`src/rtl/ninjin_ddr_sched_pkg.sv`:
```
// Shared constants, scheduler state encoding and burst-length helper for the
// ninjin DDR command scheduler.
package ninjin_ddr_sched_pkg;

  localparam logic DDR_READ   = 1'b0;
  localparam logic DDR_WRITE  = 1'b1;
  localparam int   BWIDTH     = 32;                   // data bus width in bits
  localparam int   LSB        = $clog2(BWIDTH / 8);   // byte-address bits below a word
  localparam int   MEMSIZE    = 30;                   // word-address width
  localparam int   LWIDTH     = 9;                    // burst length field, holds 256
  localparam int   AWIDTH     = MEMSIZE + LSB;        // byte-address width
  localparam int   PAGE_BYTES = 4096;                 // AXI bursts may not cross this

  typedef enum logic [2:0] {
    S_IDLE,
    S_CALC,
    S_ISSUE,
    S_WAIT,
    S_DONE
  } sched_state_e;

  // Longest legal burst from the current position: limited by the words left,
  // the burst cap, and the words remaining before the next 4 KB page.
  function automatic logic [LWIDTH-1:0] burst_len(input logic [31:0] rem,
                                                 input logic [11:0] page_off,
                                                 input logic [31:0] burst_max);
    logic [31:0] bnd;
    logic [31:0] len;
    bnd = (32'(PAGE_BYTES) - {20'd0, page_off}) >> LSB;
    len = rem;
    if (len > burst_max) len = burst_max;
    if (len > bnd)       len = bnd;
    return LWIDTH'(len);
  endfunction

endpackage

```
`src/rtl/ninjin_ddr_sched_rr_arbiter.sv`:
```
// Round-robin arbiter: grants the first valid requester after the last one
// granted; the pointer only moves when the parent accepts the grant.
module ninjin_rr_arbiter #(
  parameter int NREQ = 3,
  parameter int IW   = (NREQ > 1) ? $clog2(NREQ) : 1
) (
  input  logic            clk,
  input  logic            xrst,
  input  logic [NREQ-1:0] valid,
  input  logic            update,
  output logic [IW-1:0]   grant_idx,
  output logic            grant_valid
);

  logic [IW-1:0] ptr_q;
  logic [IW-1:0] ptr_d;
  int            j;

  // Circular search starting one past the pointer; the pointer itself is last.
  always_comb begin
    grant_valid = 1'b0;
    grant_idx   = '0;
    j           = 0;
    for (int i = 1; i <= NREQ; i++) begin
      j = (int'(ptr_q) + i) % NREQ;
      if (!grant_valid && valid[j]) begin
        grant_valid = 1'b1;
        grant_idx   = IW'(j);
      end
    end
    ptr_d = update ? grant_idx : ptr_q;
  end

  // Pointer register; reset to the last index so requester 0 wins first.
  always_ff @(posedge clk or negedge xrst) begin
    if (!xrst) ptr_q <= IW'(NREQ - 1);
    else       ptr_q <= ptr_d;
  end

endmodule

```
`src/rtl/ninjin_ddr_sched.sv`:
```
// DDR command scheduler: arbitrates requesters, splits each transfer into
// bursts of at most BURST_MAX beats that never cross a 4 KB page, and issues
// them one at a time, waiting for the engine's completion pulse in between.
module ninjin_ddr_sched
  import ninjin_ddr_sched_pkg::*;
#(
  parameter int NREQ      = 3,
  parameter int BURST_MAX = 256,
  parameter int TWIDTH    = 20
) (
  input  logic                   clk,
  input  logic                   xrst,
  input  logic [NREQ-1:0]        req_valid,
  input  logic [NREQ-1:0]        req_mode,
  input  logic [NREQ*AWIDTH-1:0] req_base,
  input  logic [NREQ*TWIDTH-1:0] req_total,
  input  logic                   ddr_done,
  input  logic [3:0]             ddr_err,
  output logic [NREQ-1:0]        req_ack,
  output logic [NREQ-1:0]        req_done,
  output logic [NREQ-1:0]        req_err,
  output logic [3:0]             err_code,
  output logic                   busy,
  output logic                   ddr_req,
  output logic                   ddr_mode,
  output logic [AWIDTH-1:0]      ddr_base,
  output logic [LWIDTH-1:0]      ddr_len
);

  localparam int IW = (NREQ > 1) ? $clog2(NREQ) : 1;

  sched_state_e      state_q, state_d;
  logic [IW-1:0]     sel_q, sel_d;
  logic              mode_q, mode_d;
  logic [AWIDTH-1:0] addr_q, addr_d;
  logic [TWIDTH-1:0] rem_q, rem_d;
  logic              ddr_req_q, ddr_req_d;
  logic              ddr_mode_q, ddr_mode_d;
  logic [AWIDTH-1:0] ddr_base_q, ddr_base_d;
  logic [LWIDTH-1:0] ddr_len_q, ddr_len_d;
  logic [NREQ-1:0]   ack_q, ack_d;
  logic [NREQ-1:0]   done_q, done_d;
  logic [NREQ-1:0]   rerr_q, rerr_d;
  logic [3:0]        err_code_q, err_code_d;
  logic              busy_q, busy_d;

  logic [IW-1:0]     grant_idx;
  logic              grant_valid;
  logic              arb_update;
  logic [NREQ-1:0]   sel_oh;

  ninjin_rr_arbiter #(.NREQ(NREQ), .IW(IW)) u_arb (
    .clk         (clk),
    .xrst        (xrst),
    .valid       (req_valid),
    .update      (arb_update),
    .grant_idx   (grant_idx),
    .grant_valid (grant_valid)
  );

  assign sel_oh = NREQ'(1) << sel_q;

  // Next-state and registered-output logic of the burst sequencer.
  always_comb begin
    state_d    = state_q;
    sel_d      = sel_q;
    mode_d     = mode_q;
    addr_d     = addr_q;
    rem_d      = rem_q;
    ddr_req_d  = 1'b0;
    ddr_mode_d = ddr_mode_q;
    ddr_base_d = ddr_base_q;
    ddr_len_d  = ddr_len_q;
    ack_d      = '0;
    done_d     = '0;
    rerr_d     = '0;
    err_code_d = err_code_q;
    arb_update = 1'b0;

    case (state_q)
      S_IDLE: begin
        if (grant_valid) begin
          arb_update = 1'b1;
          sel_d      = grant_idx;
          mode_d     = req_mode[grant_idx];
          addr_d     = req_base[grant_idx*AWIDTH +: AWIDTH];
          rem_d      = req_total[grant_idx*TWIDTH +: TWIDTH];
          ack_d      = NREQ'(1) << grant_idx;
          err_code_d = '0;
          state_d    = S_CALC;
        end
      end
      S_CALC: begin
        // Only a zero-length request reaches here with nothing left to move.
        if (rem_q == '0) begin
          done_d  = sel_oh;
          state_d = S_DONE;
        end else begin
          ddr_base_d = addr_q;
          ddr_len_d  = burst_len(32'(rem_q), addr_q[11:0], 32'(BURST_MAX));
          ddr_mode_d = mode_q;
          ddr_req_d  = 1'b1;
          state_d    = S_ISSUE;
        end
      end
      S_ISSUE: begin
        // Address wraps silently at the top of the address space.
        addr_d  = addr_q + (AWIDTH'(ddr_len_q) << LSB);
        rem_d   = rem_q - TWIDTH'(ddr_len_q);
        state_d = S_WAIT;
      end
      S_WAIT: begin
        if (ddr_done) begin
          if (ddr_err != 4'd0) err_code_d = ddr_err;
          if (ddr_err[0]) begin
            done_d  = sel_oh;
            rerr_d  = sel_oh;
            state_d = S_DONE;
          end else if (rem_q == '0) begin
            done_d  = sel_oh;
            state_d = S_DONE;
          end else begin
            state_d = S_CALC;
          end
        end
      end
      S_DONE:  state_d = S_IDLE;
      default: state_d = S_IDLE;
    endcase

    busy_d = (state_d != S_IDLE);
  end

  // State and output registers; reset abandons any transfer in flight.
  always_ff @(posedge clk or negedge xrst) begin
    if (!xrst) begin
      state_q    <= S_IDLE;
      sel_q      <= '0;
      mode_q     <= 1'b0;
      addr_q     <= '0;
      rem_q      <= '0;
      ddr_req_q  <= 1'b0;
      ddr_mode_q <= 1'b0;
      ddr_base_q <= '0;
      ddr_len_q  <= '0;
      ack_q      <= '0;
      done_q     <= '0;
      rerr_q     <= '0;
      err_code_q <= '0;
      busy_q     <= 1'b0;
    end else begin
      state_q    <= state_d;
      sel_q      <= sel_d;
      mode_q     <= mode_d;
      addr_q     <= addr_d;
      rem_q      <= rem_d;
      ddr_req_q  <= ddr_req_d;
      ddr_mode_q <= ddr_mode_d;
      ddr_base_q <= ddr_base_d;
      ddr_len_q  <= ddr_len_d;
      ack_q      <= ack_d;
      done_q     <= done_d;
      rerr_q     <= rerr_d;
      err_code_q <= err_code_d;
      busy_q     <= busy_d;
    end
  end

  assign req_ack  = ack_q;
  assign req_done = done_q;
  assign req_err  = rerr_q;
  assign err_code = err_code_q;
  assign busy     = busy_q;
  assign ddr_req  = ddr_req_q;
  assign ddr_mode = ddr_mode_q;
  assign ddr_base = ddr_base_q;
  assign ddr_len  = ddr_len_q;

endmodule

```
`config.mk`:
```
export PLATFORM = sky130hd
export DESIGN_NAME = ninjin_ddr_sched
export DESIGN_NICKNAME = d
export VERILOG_FILES = /design/src/rtl/ninjin_ddr_sched_pkg.sv /design/src/rtl/ninjin_ddr_sched_rr_arbiter.sv /design/src/rtl/ninjin_ddr_sched.sv
export SDC_FILE = /design/constraint.sdc
export NUM_CORES = 1
export LEC_CHECK = 0
export CAP_MARGIN = 20
export CORE_MARGIN = 2
export CORE_UTILIZATION = 42
export CTS_CLUSTER_SIZE = 12
export DETAILED_ROUTE_END_ITERATION = 7
export GPL_ROUTABILITY_DRIVEN = 0
export PLACE_DENSITY = 0.75
export SYNTH_ARGS = -nofsm -noshare
export SYNTH_HDL_FRONTEND = slang
export SYNTH_HIERARCHICAL = 1
export SYNTH_SLANG_ARGS = --single-unit
```
`constraint.sdc`:
```
create_clock -name clk -period 3.1 [get_ports clk]
set_input_delay 0.465 -clock clk [delete_from_list [all_inputs] [get_ports clk]]
set_output_delay 0.465 -clock clk [all_outputs]
set_load 0.05 [all_outputs]
```
# Yosys cells after proc, flatten, opt, wreduce, memory -nomap -nowiden
# Cells that the tools add are included.
[word_totals]
register_bits = 117
input_bits = 169
out_inout_bits = 57
elab_cells = 104
[op_classes]
n_addsub = 6
n_mul = 1
div_mod_pow = 3
magnitude_cmp = 6
eq_ne = 6
shifts = 4
muxes = 48
n_bitwise = 1
n_reduce_logical = 14
[op_table]
columns = ["cell", "count"]
rows = [
  ["32-bit by 4-bit < comparator with 1-bit output (second input constant)", 3],
  ["32-bit by 3-bit modulo with 32-bit output (second input constant)", 3],
  ["32-bit 2-to-1 mux", 3],
  ["96-bit by 8-bit indexed part select with 32-bit output", 1],
  ["32-bit case mux with 2 select lines", 1],
  ["60-bit by 8-bit indexed part select with 20-bit output", 1],
  ["20-bit 2-to-1 mux", 2],
  ["20-bit case mux with 2 select lines", 1],
  ["3-bit 2-to-1 mux", 13],
  ["32-bit by 11-bit adder with 32-bit output", 1],
  ["32-bit by 30-bit greater-than comparator with 1-bit output", 1],
  ["20-bit by 9-bit greater-than comparator with 1-bit output (second input constant)", 1],
  ["20-bit zero test", 1],
  ["20-bit by 9-bit subtractor with 20-bit output", 1],
  ["1-bit 2-to-1 mux", 14],
  ["13-bit by 12-bit subtractor with 14-bit output (first input constant)", 1],
  ["4-bit 2-to-1 mux", 3],
  ["3-bit case mux with 4 select lines", 1],
  ["9-bit 2-to-1 mux", 1],
  ["1-bit binary-select mux with 2-bit select", 4],
  ["4-bit case mux with 2 select lines", 1],
  ["2-bit by 2-bit adder with 3-bit output (second input constant)", 2],
  ["3-bit by 2-bit equality test with 1-bit output (second input constant)", 2],
  ["2-bit 2-to-1 mux", 3],
  ["other kinds (16)", 24],
]

# Logic depth before layout (Yosys ltp)
[depth]
depth_word = 16
depth_mapped = 14

# Hierarchy
# The synthesis kept the hierarchy.
[by_module_without_submodules]
columns = ["mod", "n_inst", "cells_per_inst", "area_each_um2", "seq_area_each_um2"]
rows = [
  ["ninjin_ddr_sched", 1, 838, 7713.6, 2877.8],
  ["ninjin_rr_arbiter", 1, 27, 214.0, 51.3],
]

# Worst setup path before layout
# No wires, ideal clock.
[synth_path]
path_kind = "register -> register"
startpoint = "reg rem_q[9]"
endpoint = "reg ddr_len_q[0], in the netlist ddr_len[0]"
setup_time_ns = 0.123
arrival_ns = 3.142
setup_slack_ns = -0.165
path_stages_with_launch = 14
n_path_buf = 2
cell_sequence = "dfrtp_1 > buf_2 > nor4_4 > nand3b_2 > a2111oi_4 > and2_1 > ha_1 > nor2b_1 > o211ai_1 > a21oi_1 > o21ai_0 > clkbuf_1 > mux2i_1 > o21ai_1"
[synth_via]
elab_chain_cells = 6
elab_cells_between_ends = 9
[synth_rtl]
columns = ["item", "line", "text"]
rows = [
  ["start: declaration", "ninjin_ddr_sched.sv:36", "logic [TWIDTH-1:0] rem_q, rem_d;"],
  ["start signal: assignment", "ninjin_ddr_sched.sv:156", "rem_q <= rem_d;"],
  ["20-bit by 9-bit greater-than comparator with 1-bit output", "ninjin_ddr_sched_pkg.sv:31", "if (len > burst_max) len = burst_max;"],
  ["20-bit 2-to-1 mux", "ninjin_ddr_sched_pkg.sv:31", ""],
  ["32-bit 2-to-1 mux", "ninjin_ddr_sched.sv:95", "if (rem_q == '0) begin"],
  ["32-bit 2-to-1 mux", "ninjin_ddr_sched.sv:80", "case (state_q)"],
  ["32-bit by 30-bit greater-than comparator with 1-bit output", "ninjin_ddr_sched_pkg.sv:32", "if (len > bnd) len = bnd;"],
  ["9-bit 2-to-1 mux", "ninjin_ddr_sched_pkg.sv:32", ""],
  ["end signal: assignment", "ninjin_ddr_sched.sv:160", "ddr_len_q <= ddr_len_d;"],
  ["end: declaration", "ninjin_ddr_sched.sv:40", "logic [LWIDTH-1:0] ddr_len_q, ddr_len_d;"],
]
# Several ways; a longest one is shown, not always the timed one. The select of a mux whose other input is x is not followed.
# A chain may end at the register's enable or synchronous reset.

# Worst setup path after layout
[layout_path]
startpoint = "reg addr_q[3]"
endpoint = "reg ddr_len_q[7], in the netlist ddr_len[7]"
[layout_via]
elab_chain_cells = 3
[layout_rtl]
columns = ["item", "line", "text"]
rows = [
  ["start: declaration", "ninjin_ddr_sched.sv:35", "logic [AWIDTH-1:0] addr_q, addr_d;"],
  ["start signal: assignment", "ninjin_ddr_sched.sv:155", "addr_q <= addr_d;"],
  ["13-bit by 12-bit subtractor with 14-bit output (*)", "ninjin_ddr_sched_pkg.sv:29", "bnd = (32'(PAGE_BYTES) - {20'd0, page_off}) >> LSB;"],
  ["32-bit by 30-bit greater-than comparator with 1-bit output", "ninjin_ddr_sched_pkg.sv:32", ""],
  ["9-bit 2-to-1 mux (*)", "ninjin_ddr_sched_pkg.sv:32", ""],
]
# Every way passes the cells marked *; elsewhere a longest branch is shown, timed or not.

==> results.tsv <==
metric	value	unit
H-tree Lvls	4	
synth warn	6	
CTS tree	yes	
Post-Synth Simple-Gate Area	18.4	%
vias per cell	5.82	
minimum clock period	2910	ps
Startpoint Class	flip-flop	
Synth area leaders	dfrtp_1, mux2i_1, ha_1	
vias in the first global route	7630	
Worst Path Max Fanout	8	
Max Slew Vio Count	0	
remaining antenna violation count	0	
drt initial violations	615	
WL final	25100	um
max-cap violations	0	
via count	7822	
Cell Area, Placed	10600	um^2
I/O Pins	226	
post-synthesis compound-gate area fraction	21.5	%
outcome	finished clean	
area of the multi-input gates	4740	um^2
Overall Global Routing Usage	25.1	%
WL/cell	18.7	um
DRC viols	0	
Row Count	50	
TritonRoute pass-1 iters	6	
clock latency on the worst-skew pair	430	ps
die width	141	um
Synth Area in XOR/XNOR	1.66	%
total grt overflow	0	
Slew @ Worst Pin	831	ps
Synth async-reset ratio	100	%
synth unique cells	74	
clock transition at the registers of the reported paths	60	ps
Post-synth top cells	dfrtp_1, o21ai_0, nand2_1, nor2_1, mux2i_1	
Synth area leader	dfrtp_1	
Die Span Y	141	um
Lkg Pwr	4.54	nW
Reg area	2930	um^2
highest clock rate	0.344	GHz
top-area cell type share of the netlist area	36.6	%
syn avg cell area	9.16	um^2
Fin Clk Skew	8.01	ps
CTS Buf Count	17	
count leader, synth	dfrtp_1	
WS Path Type	flip-flop to flip-flop	
post-route clock period utilization	93.7	%
Final Hold Vio Count	0	
CTS Hold Bufs	0	
Hold WC Path Type	input pin to asynchronous set/reset pin	
layout cell share with drive strength beyond 1	12.7	%
Root Driver	clkbuf_16	
Rel. slew slack	44.2	%
critical path capture point type	flip-flop	
RSZ-0062 raised after global routing	false	
pwr/cell area	1170	nW/um^2
Seq cells post-synth	117	
WP data required	3450	ps
Crit path arrival time	3250	ps
Setup TNS	0	ps
EDFF count, synth	0	
largest net degree at the start of global routing	63	
die area	20000	um^2
Post-Synth Adder-Cell Area	5.40	%
Clock Path Buffers	2	
Buffers on Ports	225	
Sink Count	117	
maximum vdd drop	0.597	mV
multiplexer share of the synthesized area	11.9	%
largest family of logic cells by synthesized area	compound AO/OA/AOI/OAI gates	
number of fill cells	1592	
Final HPWL DP	18300	um
# nets final	1300	
Seq/Total Area, Yosys	36.9	%
Mapped Area	7930	um^2
global-route wire length before repair	39700	um
area grow syn2layout	42.1	%
initial antenna violation count	0	
final setup fails	0	
Initial Util	42.5	%
core area	18600	um^2
commonest register cell after synthesis	dfrtp_1	
Post-Syn Instances	865	
Antenna Cells	0	
Final Cell Area	11300	um^2
Core Util, Final	60.4	%
[cells by family after synthesis]
group	after synthesis
AOI/OAI and AO/OA	256
adders and majority gates	33
and+or+nand+nor	277
muxes	90
other	1
buffers and inverters	76
xor gates and xnor gates	15
DFF	117
[placed cells by master (no fill, tap or decap), drive strengths merged, types with 31 or more instances in the layout]
master	synthesis	final
mux2i	57	57
mux2	33	33
clkdlybuf4s50	0	224
a21oi	41	41
o211ai	33	33
buf	23	39
ha	31	31
dfrtp	116	116
nand2	66	66
o21ai	72	72
nor2	61	61
[flip-flops by register name, summed over array words and instances, names as in the netlist, 2 cells and up]
name / flops
addr_q: 32
ddr_base: 32
rem_q: 20
ddr_len: 9
err_code: 4
req_ack: 3
req_done: 3
req_err: 3
state_q: 3
sel_q: 2
u_arb/ptr_q: 2
[repair_timing]
item,in CTS,in global routing
buffers inserted,0,2
gates resized for setup,0,12
setup endpoints to repair,0,9
[through the flow]
stage / power (W) / worst slack [ps] / hold WS (ps) / instances
after floorplan: 0.00842 / 26.1 / 169 / 866
after global placement: 0.0108 / 84.3 / 465 / 1311
after detailed placement: 0.0109 / 45.1 / 470 / 1311
after CTS: 0.0130 / 46.7 / 69.6 / 1343
after global routing: 0.0140 / 7.80 / 95.6 / 1345
final: 0.0132 / 195 / 35.8 / 1345
[cell type report]
cell class                 instances  area share, %
clock inverter                    14           1.56
multi-input combinational        673           42.1
timing repair buffer             263           22.9
sequential                       117           26.0
clock buffer                      18           3.90
tap                              234           2.60
inverter                          26          0.866
[path summary, 6_finish.rpt]
kind	cells past startpoint	start	end	slack, ps
setup / recovery	13	addr_q[3]	ddr_len[7]	190
hold / removal	1	xrst	rem_q[2]	40
setup reg to reg	13	addr_q[3]	ddr_len[7]	190
hold reg to reg	2	err_code[0]	err_code[0]	490
max in group asynchronous	2	xrst	u_arb/ptr_q[1]	2240
min in group clk	2	err_code[0]	err_code[0]	490
[worst max-delay path: stages, from the launching register on]
cell and delay (ps):
dfrtp_2 440, nor4_4 330, nand2_2 120, or3_4 350
or3_1 350, nand2_1 110, ha_4 150, o21a_1 110
o21ai_0 80, a21oi_1 140, o21ai_1 90, buf_4 170
or3_1 320, o211ai_1 80
[power breakdown]
group / internal, W / leakage [nW] / switching (W)
Combinational: 0.00324 / 2.84 / 0.00479
Sequential: 0.00229 / 1.41 / 0.000760
Clock: 0.00129 / 0.293 / 0.000778
Total: 0.00682 / 4.54 / 0.00633
[metal layers]
metal	GRT usage (%)	vias up	routed length, um
met5	0	-	0
met4	8.21	0	532
met3	5.47	45	1710
met2	40.3	295	12000
met1	33.9	3782	10900
li1	-	3700	-
Note: power is estimated with default switching activity, not from simulation.
